<file path="src/rtl/message_overlay_if.sv">
// Bus bundle for message_overlay: game-FSM control, VGA pixel coordinates,
// external synchronous message ROM port and overlay/status outputs.
interface message_overlay_if #(
    parameter int NUM_MSGS = 4,
    parameter int MSG_W    = 32,
    parameter int MSG_H    = 16
);
    localparam int SEL_W  = (NUM_MSGS > 1) ? $clog2(NUM_MSGS) : 1;
    localparam int ADDR_W = (NUM_MSGS * MSG_H > 1) ? $clog2(NUM_MSGS * MSG_H) : 1;

    logic              trigger;
    logic [SEL_W-1:0]  msg_sel;
    logic              dismiss;
    logic [9:0]        pixel_x;
    logic [8:0]        pixel_y;
    logic [ADDR_W-1:0] rom_addr;
    logic [MSG_W-1:0]  rom_data;
    logic              overlay_on;
    logic              busy;
    logic              done;

    modport master (
        output trigger, msg_sel, dismiss, pixel_x, pixel_y, rom_data,
        input  rom_addr, overlay_on, busy, done
    );

    modport slave (
        input  trigger, msg_sel, dismiss, pixel_x, pixel_y, rom_data,
        output rom_addr, overlay_on, busy, done
    );
endinterface

</file>
<file path="src/rtl/message_overlay.sv">
// Scaled bitmap message overlay with timed or latched display.
// Optional blinking text is enabled by defining MSG_BLINK_EN.
module message_overlay #(
    parameter int NUM_MSGS       = 4,
    parameter int MSG_W          = 32,
    parameter int MSG_H          = 16,
    parameter int SCALE_SHIFT    = 3,
    parameter int START_X        = 230,
    parameter int START_Y        = 160,
    parameter int DISPLAY_CYCLES = 250000000,
    parameter int BLINK_CYCLES   = 12500000
) (
    input logic              clk,
    input logic              reset_n,
    message_overlay_if.slave bus
);
    localparam int SEL_W  = (NUM_MSGS > 1) ? $clog2(NUM_MSGS) : 1;
    localparam int ADDR_W = (NUM_MSGS * MSG_H > 1) ? $clog2(NUM_MSGS * MSG_H) : 1;
    localparam int COL_W  = (MSG_W > 1) ? $clog2(MSG_W) : 1;
    localparam int ROW_W  = (MSG_H > 1) ? $clog2(MSG_H) : 1;
    localparam logic signed [10:0] WIN_W = 11'(MSG_W << SCALE_SHIFT);
    localparam logic signed [10:0] WIN_H = 11'(MSG_H << SCALE_SHIFT);
    localparam logic [31:0] LAST_TICK = 32'(DISPLAY_CYCLES - 1);

    typedef enum logic [1:0] {IDLE, SHOW, DONE} state_t;

    state_t            state;
    logic [31:0]       timer;
    logic [SEL_W-1:0]  msg_q;
    logic [SEL_W-1:0]  sel_clamped;
    logic              busy_q;
    logic              done_q;

    logic signed [10:0] rel_x;
    logic signed [10:0] rel_y;
    logic               in_win;
    logic [COL_W-1:0]   col;
    logic [ROW_W-1:0]   row;
    logic [ROW_W-1:0]   row_eff;

    logic               in_win_q;
    logic               show_q;
    logic [COL_W-1:0]   col_q;
    logic [COL_W-1:0]   bit_idx;

    assign sel_clamped = (32'(bus.msg_sel) >= 32'(NUM_MSGS)) ? SEL_W'(NUM_MSGS - 1) : bus.msg_sel;

    // Trigger wins over everything else and always (re)starts a fresh display.
    always_ff @(posedge clk or negedge reset_n) begin
        if (!reset_n) begin
            state  <= IDLE;
            timer  <= '0;
            msg_q  <= '0;
            busy_q <= 1'b0;
            done_q <= 1'b0;
        end else begin
            done_q <= 1'b0;
            if (bus.trigger) begin
                state  <= SHOW;
                msg_q  <= sel_clamped;
                timer  <= '0;
                busy_q <= 1'b1;
            end else begin
                case (state)
                    SHOW: begin
                        if (bus.dismiss) begin
                            state  <= IDLE;
                            busy_q <= 1'b0;
                        end else if (DISPLAY_CYCLES > 0) begin
                            if (timer == LAST_TICK) begin
                                state  <= DONE;
                                busy_q <= 1'b0;
                                done_q <= 1'b1;
                                timer  <= '0;
                            end else begin
                                timer <= timer + 32'd1;
                            end
                        end
                    end
                    DONE: begin
                        if (bus.dismiss) begin
                            state <= IDLE;
                        end
                    end
                    default: begin
                        state  <= IDLE;
                        busy_q <= 1'b0;
                    end
                endcase
            end
        end
    end

    assign bus.busy = busy_q;
    assign bus.done = done_q;

    // Window test runs on the full signed offsets so off-window pixels never alias in.
    assign rel_x   = $signed({1'b0, bus.pixel_x}) - 11'(START_X);
    assign rel_y   = $signed({2'b00, bus.pixel_y}) - 11'(START_Y);
    assign in_win  = (rel_x >= 11'sd0) && (rel_x < WIN_W) &&
                     (rel_y >= 11'sd0) && (rel_y < WIN_H);
    assign col     = COL_W'(rel_x >> SCALE_SHIFT);
    assign row     = ROW_W'(rel_y >> SCALE_SHIFT);
    assign row_eff = in_win ? row : '0;

    assign bus.rom_addr = ADDR_W'(msg_q) * ADDR_W'(MSG_H) + ADDR_W'(row_eff);

    always_ff @(posedge clk or negedge reset_n) begin
        if (!reset_n) begin
            in_win_q <= 1'b0;
            show_q   <= 1'b0;
            col_q    <= '0;
        end else begin
            in_win_q <= in_win;
            show_q   <= (state == SHOW);
            col_q    <= col;
        end
    end

    assign bit_idx = COL_W'(MSG_W - 1) - col_q;

`ifdef MSG_BLINK_EN
    logic [31:0] blink_cnt;
    logic        blink_vis;

    always_ff @(posedge clk or negedge reset_n) begin
        if (!reset_n) begin
            blink_cnt <= '0;
            blink_vis <= 1'b1;
        end else if (bus.trigger) begin
            blink_cnt <= '0;
            blink_vis <= 1'b1;
        end else if (state == SHOW) begin
            if (blink_cnt == 32'(BLINK_CYCLES - 1)) begin
                blink_cnt <= '0;
                blink_vis <= ~blink_vis;
            end else begin
                blink_cnt <= blink_cnt + 32'd1;
            end
        end
    end

    assign bus.overlay_on = show_q & in_win_q & bus.rom_data[bit_idx] & blink_vis;
`else
    assign bus.overlay_on = show_q & in_win_q & bus.rom_data[bit_idx];
`endif

endmodule
</file>
<file path="src/flat_wrapper.sv">
// flat-port wrapper written by rule: the top's interface ports become plain ports
module message_overlay_flat 
#(
    parameter int NUM_MSGS       = 4,
    parameter int MSG_W          = 32,
    parameter int MSG_H          = 16,
    parameter int SCALE_SHIFT    = 3,
    parameter int START_X        = 230,
    parameter int START_Y        = 160,
    parameter int DISPLAY_CYCLES = 250000000,
    parameter int BLINK_CYCLES   = 12500000
)
  (clk, reset_n, bus_trigger, bus_msg_sel, bus_dismiss, bus_pixel_x, bus_pixel_y, bus_rom_data, bus_rom_addr, bus_overlay_on, bus_busy, bus_done);
  message_overlay_if #(.NUM_MSGS(NUM_MSGS), .MSG_W(MSG_W), .MSG_H(MSG_H)) bus_i ();
  input logic clk;
  input logic reset_n;
  input wire logic [$bits(bus_i.trigger)-1:0] bus_trigger;
  input wire logic [$bits(bus_i.msg_sel)-1:0] bus_msg_sel;
  input wire logic [$bits(bus_i.dismiss)-1:0] bus_dismiss;
  input wire logic [$bits(bus_i.pixel_x)-1:0] bus_pixel_x;
  input wire logic [$bits(bus_i.pixel_y)-1:0] bus_pixel_y;
  input wire logic [$bits(bus_i.rom_data)-1:0] bus_rom_data;
  output wire logic [$bits(bus_i.rom_addr)-1:0] bus_rom_addr;
  output wire logic [$bits(bus_i.overlay_on)-1:0] bus_overlay_on;
  output wire logic [$bits(bus_i.busy)-1:0] bus_busy;
  output wire logic [$bits(bus_i.done)-1:0] bus_done;
  assign bus_i.trigger = bus_trigger;
  assign bus_i.msg_sel = bus_msg_sel;
  assign bus_i.dismiss = bus_dismiss;
  assign bus_i.pixel_x = bus_pixel_x;
  assign bus_i.pixel_y = bus_pixel_y;
  assign bus_i.rom_data = bus_rom_data;
  assign bus_rom_addr = bus_i.rom_addr;
  assign bus_overlay_on = bus_i.overlay_on;
  assign bus_busy = bus_i.busy;
  assign bus_done = bus_i.done;
  message_overlay #(.NUM_MSGS(NUM_MSGS), .MSG_W(MSG_W), .MSG_H(MSG_H), .SCALE_SHIFT(SCALE_SHIFT), .START_X(START_X), .START_Y(START_Y), .DISPLAY_CYCLES(DISPLAY_CYCLES), .BLINK_CYCLES(BLINK_CYCLES)) u_core (.clk(clk), .reset_n(reset_n), .bus(bus_i));
endmodule
</file>
<file path="config.mk">
export PLATFORM = sky130hd
export DESIGN_NAME = message_overlay_flat
export DESIGN_NICKNAME = d
export VERILOG_FILES = /design/src/rtl/message_overlay_if.sv /design/src/rtl/message_overlay.sv /design/src/flat_wrapper.sv
export SDC_FILE = /design/constraint.sdc
export NUM_CORES = 1
export LEC_CHECK = 0
export BUFFER_PORTS_ARGS = -buffer_cell sky130_fd_sc_hd__buf_2
export CORE_MARGIN = 5
export CORE_UTILIZATION = 46
export CTS_CLUSTER_SIZE = 10
export DETAILED_ROUTE_END_ITERATION = 16
export GPL_ROUTABILITY_DRIVEN = 0
export PLACE_DENSITY = 0.72
export SYNTH_ARGS = -nofsm -noshare
export SYNTH_HDL_FRONTEND = slang
export SYNTH_SLANG_ARGS = --single-unit
export TNS_END_PERCENT = 30
</file>
<file path="constraint.sdc">
create_clock -name clk -period 1.7 [get_ports clk]
set_input_delay 0.085 -clock clk [delete_from_list [all_inputs] [get_ports clk]]
set_output_delay 0.085 -clock clk [all_outputs]
set_load 0.02 [all_outputs]
</file>
==> results.sh, run 1 <==
export IMPL_critical_path_endpoint_type="output port"
export IMPL_num_antenna_cells=0
export IMPL_totalWireLength_mm=9.00
export IMPL_power_mw=2.24
export IMPL_postRouteAntennaNets=0
export IMPL_synth_nets=364
export IMPL_ir_drop_uv=362
export IMPL_cp_top_family="compound AO/OA/AOI/OAI gates"
export IMPL_cp_data_required_time_ps=1620
export IMPL_timing_final_ws_setup_ps=-333
export IMPL_max_cap_viol_count=0
export IMPL_place_hpwl_mm=6.26
export IMPL_clk_path_buf_depth=2
export IMPL_cp_arrival_ps=1950
export IMPL_ios=66
export IMPL_wire_per_inst_um=17.0
export IMPL_min_path_type="primary input to register"
export IMPL_grt_max_degree=46
export IMPL_numClockSinks=45
export IMPL_critPathMaxStageDelay_ps=440
export IMPL_grt_pass1_wl_mm=14.6
export IMPL_drive_above_1_share_pct=49.2
export IMPL_drc=0
export IMPL_dp_worst_setup_slack_ps=-252
export IMPL_rsz0062_at_grt="yes"
export IMPL_final_cells=530
export IMPL_start_kind="register"
export IMPL_clk_latency_ps=300
export IMPL_slew_headroom_pct=60.6
export IMPL_cts_tree="done"
export IMPL_grt_pass1_vias=3167
export IMPL_worstMarginPinSlew_ps=591
export IMPL_period_share_pct=120
export IMPL_cp_cell_sequence="buf_6 -> mux4_2 -> mux2i_1 -> a2111oi_1 -> a41o_1 -> buf_6"
export IMPL_area_growth_syn_to_layout_pct=48.5
export IMPL_grt_use_total_pct=21.3
export IMPL_cts_buffers=5
export IMPL_num_fill_cells=468
export IMPL_synth_area_per_cell_sq_um=9.71
export IMPL_vias=3138
export IMPL_synth_ff_type="dfrtp_1"
export IMPL_dp_cells=503
export IMPL_syn_cell_area_sq_um=2950
export IMPL_global_route_overflow_total=0
export IMPL_clk_pin_slew_ps=80
export IMPL_ys_seq_area_share_pct=38.2
export IMPL_power_density_nw_per_um2=511
export IMPL_synth_edff_count=0
export IMPL_p_leak_nw=2.02
export IMPL_drtPass1Iterations=6
export IMPL_synthArstFlopShare_pct=100
export IMPL_synth_seq_cells=45
export IMPL_crit_cells=6
export IMPL_reg2reg_depth=6
export IMPL_dieHeight_um=90.1
export IMPL_crit_top_cell="buf_6"
export IMPL_final_max_slew_viol_count=0
export IMPL_final_net_count=513
export IMPL_coreArea_sq_um=6280
export IMPL_yosysWarnings=0
export IMPL_timing_worst_setup_path_type="register to output port"
export IMPL_antenna_found_initial=0
export IMPL_fin_crit_ps=2030
export IMPL_synth_cell_type_count=61
export IMPL_dr_first_iter_drc_count=195
export IMPL_cp_slowest_cell="dfrtp_2"
export IMPL_netlist_instances=304
export IMPL_vias_per_cell=5.92
export IMPL_port_buffers=61
export IMPL_cts_root_buf="clkbuf_8"
export IMPL_setup_viol=33
export IMPL_fmax_mhz=492
export IMPL_outcome="finished, violations left"
export IMPL_die_x_um=90.1
export IMPL_die_area_sq_um=8120
export IMPL_num_rows=29
export IMPL_fin_tns_setup_ps=-4700
export IMPL_violations="setup timing"
export IMPL_htreeDepth=2
export IMPL_start_util_pct=47.0
export IMPL_skew_ps=6.64
export IMPL_worst_path_max_fanout=4
export IMPL_hold_violations=0
export IMPL_crit_buf_inv=2
export IMPL_whs_path_depth=2
## worst register-to-register path, delay by kind of cell (launching register included)
| family | cells | cell delay (ps) |
|---|---|---|
| buf+inv | 1 | 170 |
| compound gates | 2 | 590 |
| flops | 1 | 430 |
| simple gates | 3 | 680 |
## per-stage QoR
step                      instance area [sq um]  hold slack, ps  util, %
after floorplan                            2970            -211        -
after global placement                     3860             208     61.5
after detailed placement                   3860             214     61.5
after CTS                                  4170            1.13     66.5
after global routing                       4380            17.0     69.8
final                                      4380            10.8     69.8
## logic make-up after synthesis
group / share of synthesized area (%)
xor gates and xnor gates: 2.67
and+or+nand+nor: 30.4
AOI/OAI and AO/OA: 14.2
DFF: 38.2
buffers and inverters: 4.37
adders and majority gates: 1.27
muxes: 8.95
## synth_stat cells, types with 2 or more instances
| cell type | instances | area (sq um) |
|---|---|---|
| mux2i_1 | 5 | 50.1 |
| buf_6 | 3 | 33.8 |
| nand2b_1 | 3 | 18.8 |
| and3_1 | 5 | 31.3 |
| ha_1 | 3 | 37.5 |
| nand4_1 | 11 | 68.8 |
| or3_1 | 5 | 31.3 |
| inv_1 | 10 | 37.5 |
| o211ai_1 | 2 | 15.0 |
| nor2b_1 | 6 | 37.5 |
| a41oi_1 | 2 | 17.5 |
| nor3_2 | 2 | 20.0 |
| nand3_1 | 31 | 155 |
| a211o_1 | 2 | 17.5 |
| nor3_1 | 12 | 60.1 |
| a221o_1 | 2 | 20.0 |
| xnor2_1 | 4 | 35.0 |
| o21ai_0 | 8 | 40.0 |
| or2_2 | 2 | 12.5 |
| dfrtp_1 | 45 | 1130 |
| nor4_2 | 2 | 25.0 |
| a41o_1 | 2 | 20.0 |
| mux2_2 | 3 | 33.8 |
| xor2_1 | 5 | 43.8 |
| a211oi_1 | 3 | 22.5 |
| nand2_1 | 27 | 101 |
| buf_4 | 2 | 15.0 |
| mux4_2 | 8 | 180 |
| and2_1 | 6 | 37.5 |
| nor4_1 | 5 | 31.3 |
| or4_1 | 2 | 15.0 |
| clkbuf_1 | 6 | 22.5 |
| a21o_1 | 6 | 45.0 |
| nor3b_1 | 2 | 15.0 |
| buf_2 | 4 | 20.0 |
| o311ai_1 | 2 | 17.5 |
| and4_1 | 4 | 35.0 |
| a31oi_1 | 4 | 25.0 |
| o31ai_1 | 2 | 15.0 |
| a21oi_1 | 12 | 60.1 |
| nor2_1 | 14 | 52.6 |
## layout make-up
| type | count | area [sq um] | share of cell area [%] |
|---|---|---|---|
| Inverter | 10 | 37.5 | 0.857 |
| Tap cell | 77 | 96.3 | 2.20 |
| Timing Repair Buffer | 157 | 1140 | 26.0 |
| Sequential cell | 45 | 1130 | 25.8 |
| Clock buffer | 7 | 86.3 | 1.97 |
| Multi-Input combinational cell | 234 | 1890 | 43.2 |
## placed cells by master (no fill, tap or decap), types with 6 or more instances in the layout
cell	n
buf_2	59
a21oi_1	6
nand3_1	27
a21o_1	6
dfrtp_1	42
nor2_1	14
nand2_1	27
buf_6	17
clkbuf_8	6
nor3_1	7
a21oi_2	6
buf_4	75
inv_1	10
nand4_1	11
mux4_2	8
## power by group
| group | total (mW) | internal, mW | switching [mW] |
|---|---|---|---|
| sequential | 1.12 | 1.10 | 0.0272 |
| clock | 0.679 | 0.323 | 0.356 |
| combinational | 0.434 | 0.239 | 0.196 |
| total | 2.24 | 1.66 | 0.579 |
## what timing repair did
action | CTS | global route
endpoints found under the hold margin | 47 | 0
gates cloned | 0 | 1
pin swaps | 13 | 18
hold buffers | 3 | 0
resized for setup | 40 | 28
buffers inserted | 7 | 9
endpoints found under the setup margin | 33 | 39
## final timing paths
| kind | start | end | slack [ps] |
|---|---|---|---|
| setup / recovery | u_core.col_q[0]$_DFF_PN0_ | bus_overlay_on | -330 |
| setup reg to reg | u_core.timer[19]$_DFFE_PN0P_ | u_core.timer[27]$_DFFE_PN0P_ | -280 |
| hold / removal | bus_msg_sel[1] | u_core.msg_q[1]$_DFFE_PN0P_ | 10 |
| hold reg to reg | u_core.msg_q[0]$_DFFE_PN0P_ | u_core.msg_q[0]$_DFFE_PN0P_ | 510 |
| min in group asynchronous | reset_n | u_core.timer[23]$_DFFE_PN0P_ | 410 |
| max in group asynchronous | reset_n | u_core.col_q[0]$_DFF_PN0_ | 860 |
## routing by layer
metal  vias up  GRT usage, %  routed length, um
li1       1456             -                  -
met1      1519          25.4               3560
met2       130          38.0               4630
met3        33          4.51                537
met4         0          7.07                283
met5         -             0                  0
## flip-flops by register name, summed over array words and instances, names as in the netlist
register,flops
u_core.bus.busy,1
u_core.col_q,5
u_core.state,2
u_core.bus.done,1
u_core.show_q,1
u_core.timer,32
u_core.in_win_q,1
u_core.msg_q,2
No activity file was read; power rests on OpenSTA's default activity.
==> run 2: changes to the inputs <==
CORE_ASPECT_RATIO = 0.75   (was unset)
CORE_UTILIZATION = 44   (was 46)
PLACE_DENSITY = 0.7   (was 0.72)
==> run 2 against run 1 <==
The flow still finishes with violations (setup timing). Largest power group unchanged. Cell count rose by 0.19%. Critical path depth stayed put. Critical endpoint unchanged. Global-route usage is 1.1 points higher. Die area rose by 4.2%. Non-clock buffer count fell by 4. Combinational power barely moved. Final area shrank 0.86%. Routed wire length grew 1.2%. Flip-flop and latch count is the same. Clock-buffer cell count grew 1.
==> results.sh, run 2 (synthesis results as in run 1) <==
export IMPL_outcome="finished, violations left"
export IMPL_violations="setup timing"
export IMPL_dieHeight_um=80.9
export IMPL_placed_cell_area_sq_um=3910
export IMPL_die_x_um=105
export IMPL_cts_root_buf="clkbuf_8"
export IMPL_largest_register_ffs=32
export IMPL_clk_latency_ps=310
export IMPL_hold_violations=0
export IMPL_totalWireLength_mm=9.11
export IMPL_crit_path_end="bus_overlay_on"
export IMPL_grt_pass1_vias=3039
export IMPL_cp_top_family="multiplexers"
export IMPL_cts_buffers=5
export IMPL_num_fill_cells=474
export IMPL_htreeDepth=2
export IMPL_fmax_mhz=480
export IMPL_grt_use_total_pct=22.4
export IMPL_slew_headroom_pct=45.5
export IMPL_critical_path_endpoint_type="output port"
export IMPL_drtPass1Iterations=5
export IMPL_min_path_type="primary input to register"
export IMPL_crit_cells=6
export IMPL_grt_max_degree=46
export IMPL_period_share_pct=123
export IMPL_drive_above_1_share_pct=48.7
export IMPL_reg2reg_slack_ps=-250
export IMPL_timing_worst_setup_path_type="register to output port"
export IMPL_start_kind="register"
export IMPL_setup_viol=31
export IMPL_max_cap_viol_count=0
export IMPL_wire_per_inst_um=17.2
export IMPL_fin_area_sq_um=4340
export IMPL_dp_cells=513
export IMPL_place_hpwl_mm=6.59
export IMPL_antenna_found_initial=0
export IMPL_cts_tree="done"
export IMPL_numClockSinks=45
export IMPL_vias_per_cell=5.73
export IMPL_reg2reg_depth=7
export IMPL_vias=3042
export IMPL_power_density_nw_per_um2=509
export IMPL_area_growth_syn_to_layout_pct=47.2
export IMPL_worst_path_max_fanout=4
export IMPL_layout_common_cells="72 x buf_4, 59 x buf_2, 39 x dfrtp_1, 26 x nand2_1, 25 x nand3_1"
export IMPL_clk_path_buf_depth=2
export IMPL_port_buffers=61
export IMPL_rsz0062_at_grt="yes"
export IMPL_fin_tns_setup_ps=-4540
export IMPL_crit_start="u_core.col_q[0]$_DFF_PN0_"
export IMPL_final_common_cell="buf_4"
export IMPL_worstMarginPinSlew_ps=817
export IMPL_fin_crit_ps=2080
export IMPL_critPathMaxStageDelay_ps=500
export IMPL_power_mw=2.21
export IMPL_num_rows=25
export IMPL_grt_pass1_wl_mm=14.9
export IMPL_ios=66
export IMPL_crit_buf_inv=1
export IMPL_clk_pin_slew_ps=80
export IMPL_top_register="u_core.timer"
export IMPL_coreArea_sq_um=6410
export IMPL_global_route_overflow_total=0
export IMPL_cp_arrival_ps=2000
export IMPL_start_util_pct=46.0
export IMPL_die_area_sq_um=8460
export IMPL_drc=0
export IMPL_num_antenna_cells=0
export IMPL_ir_drop_uv=477
export IMPL_postRouteAntennaNets=0
export IMPL_cp_slowest_cell="mux4_2"
export IMPL_timing_final_ws_setup_ps=-384
export IMPL_p_leak_nw=1.98
export IMPL_final_max_slew_viol_count=0
export IMPL_dr_first_iter_drc_count=195
export IMPL_r2r_start="u_core.timer[1]$_DFFE_PN0P_"
export IMPL_cp_data_required_time_ps=1620
export IMPL_r2r_end="u_core.timer[25]$_DFFE_PN0P_"
export IMPL_cp_cell_sequence="mux4_2 -> nor2b_1 -> a211oi_2 -> a2111oi_2 -> a41o_1 -> buf_6"
export IMPL_final_cells=531
export IMPL_skew_ps=7.66
export IMPL_reg_top3="u_core.timer: 32 flops, u_core.col_q: 5 flops"
export IMPL_final_net_count=509
-- run 2: what timing repair did --
action,in CTS,in global routing
cloned,1,0
buffers inserted,3,1
resized for setup,49,20
endpoints found under the hold margin,48,1
pin swaps,27,14
hold buffers,4,1
endpoints found under the setup margin,32,38
-- run 2: cell type report --
cell class / instances / area [sq um] / share of cell area (%)
Clock buffer: 8 / 80.1 / 1.84
Multi-Input combinational cell: 234 / 1880 / 43.4
Timing Repair Buffer: 153 / 1110 / 25.5
Inverter: 10 / 37.5 / 0.864
Tap cell: 81 / 101 / 2.33
Sequential cell: 45 / 1130 / 26.1
-- run 2: worst min-delay path by stage --
| stage | start | endpoint | slack [ps] | cells past startpoint |
|---|---|---|---|---|
| floorplan | reset_n | u_core.bus.busy$_DFFE_PN0P_ | -210 | 0 |
| global placement | reset_n | u_core.msg_q[0]$_DFFE_PN0P_ | 80 | 2 |
| detailed placement | reset_n | u_core.timer[0]$_DFFE_PN0P_ | 80 | 2 |
| CTS | bus_pixel_x[4] | u_core.col_q[1]$_DFF_PN0_ | 4 | 2 |
| global route | bus_msg_sel[1] | u_core.msg_q[1]$_DFFE_PN0P_ | 8 | 2 |
| finish | bus_msg_sel[1] | u_core.msg_q[1]$_DFFE_PN0P_ | 10 | 2 |
-- run 2: per-stage QoR --
stage / hold slack [ps] / util, % / setup WS, ps
CTS: 4.42 / 66.4 / -404
global route: 7.66 / 67.7 / -504
finish: 12.8 / 67.7 / -384
global placement: 80.3 / 61.0 / -255
floorplan: -211 / - / -97.0
detailed placement: 82.5 / 61.0 / -359
-- run 2: where the power goes --
| part | internal (mW) | switching, mW |
|---|---|---|
| Combinational | 0.238 | 0.196 |
| Clock | 0.292 | 0.357 |
| Sequential | 1.10 | 0.0319 |
| Total | 1.63 | 0.584 |
-- run 2: routing by layer --
metal	GRT usage (%)	part of all wire, %	vias to the layer above
met5	0	0	-
met4	9.57	1.7	0
met3	4.45	7.9	13
met2	36.0	46	116
met1	29.7	44	1472
li1	-	-	1441
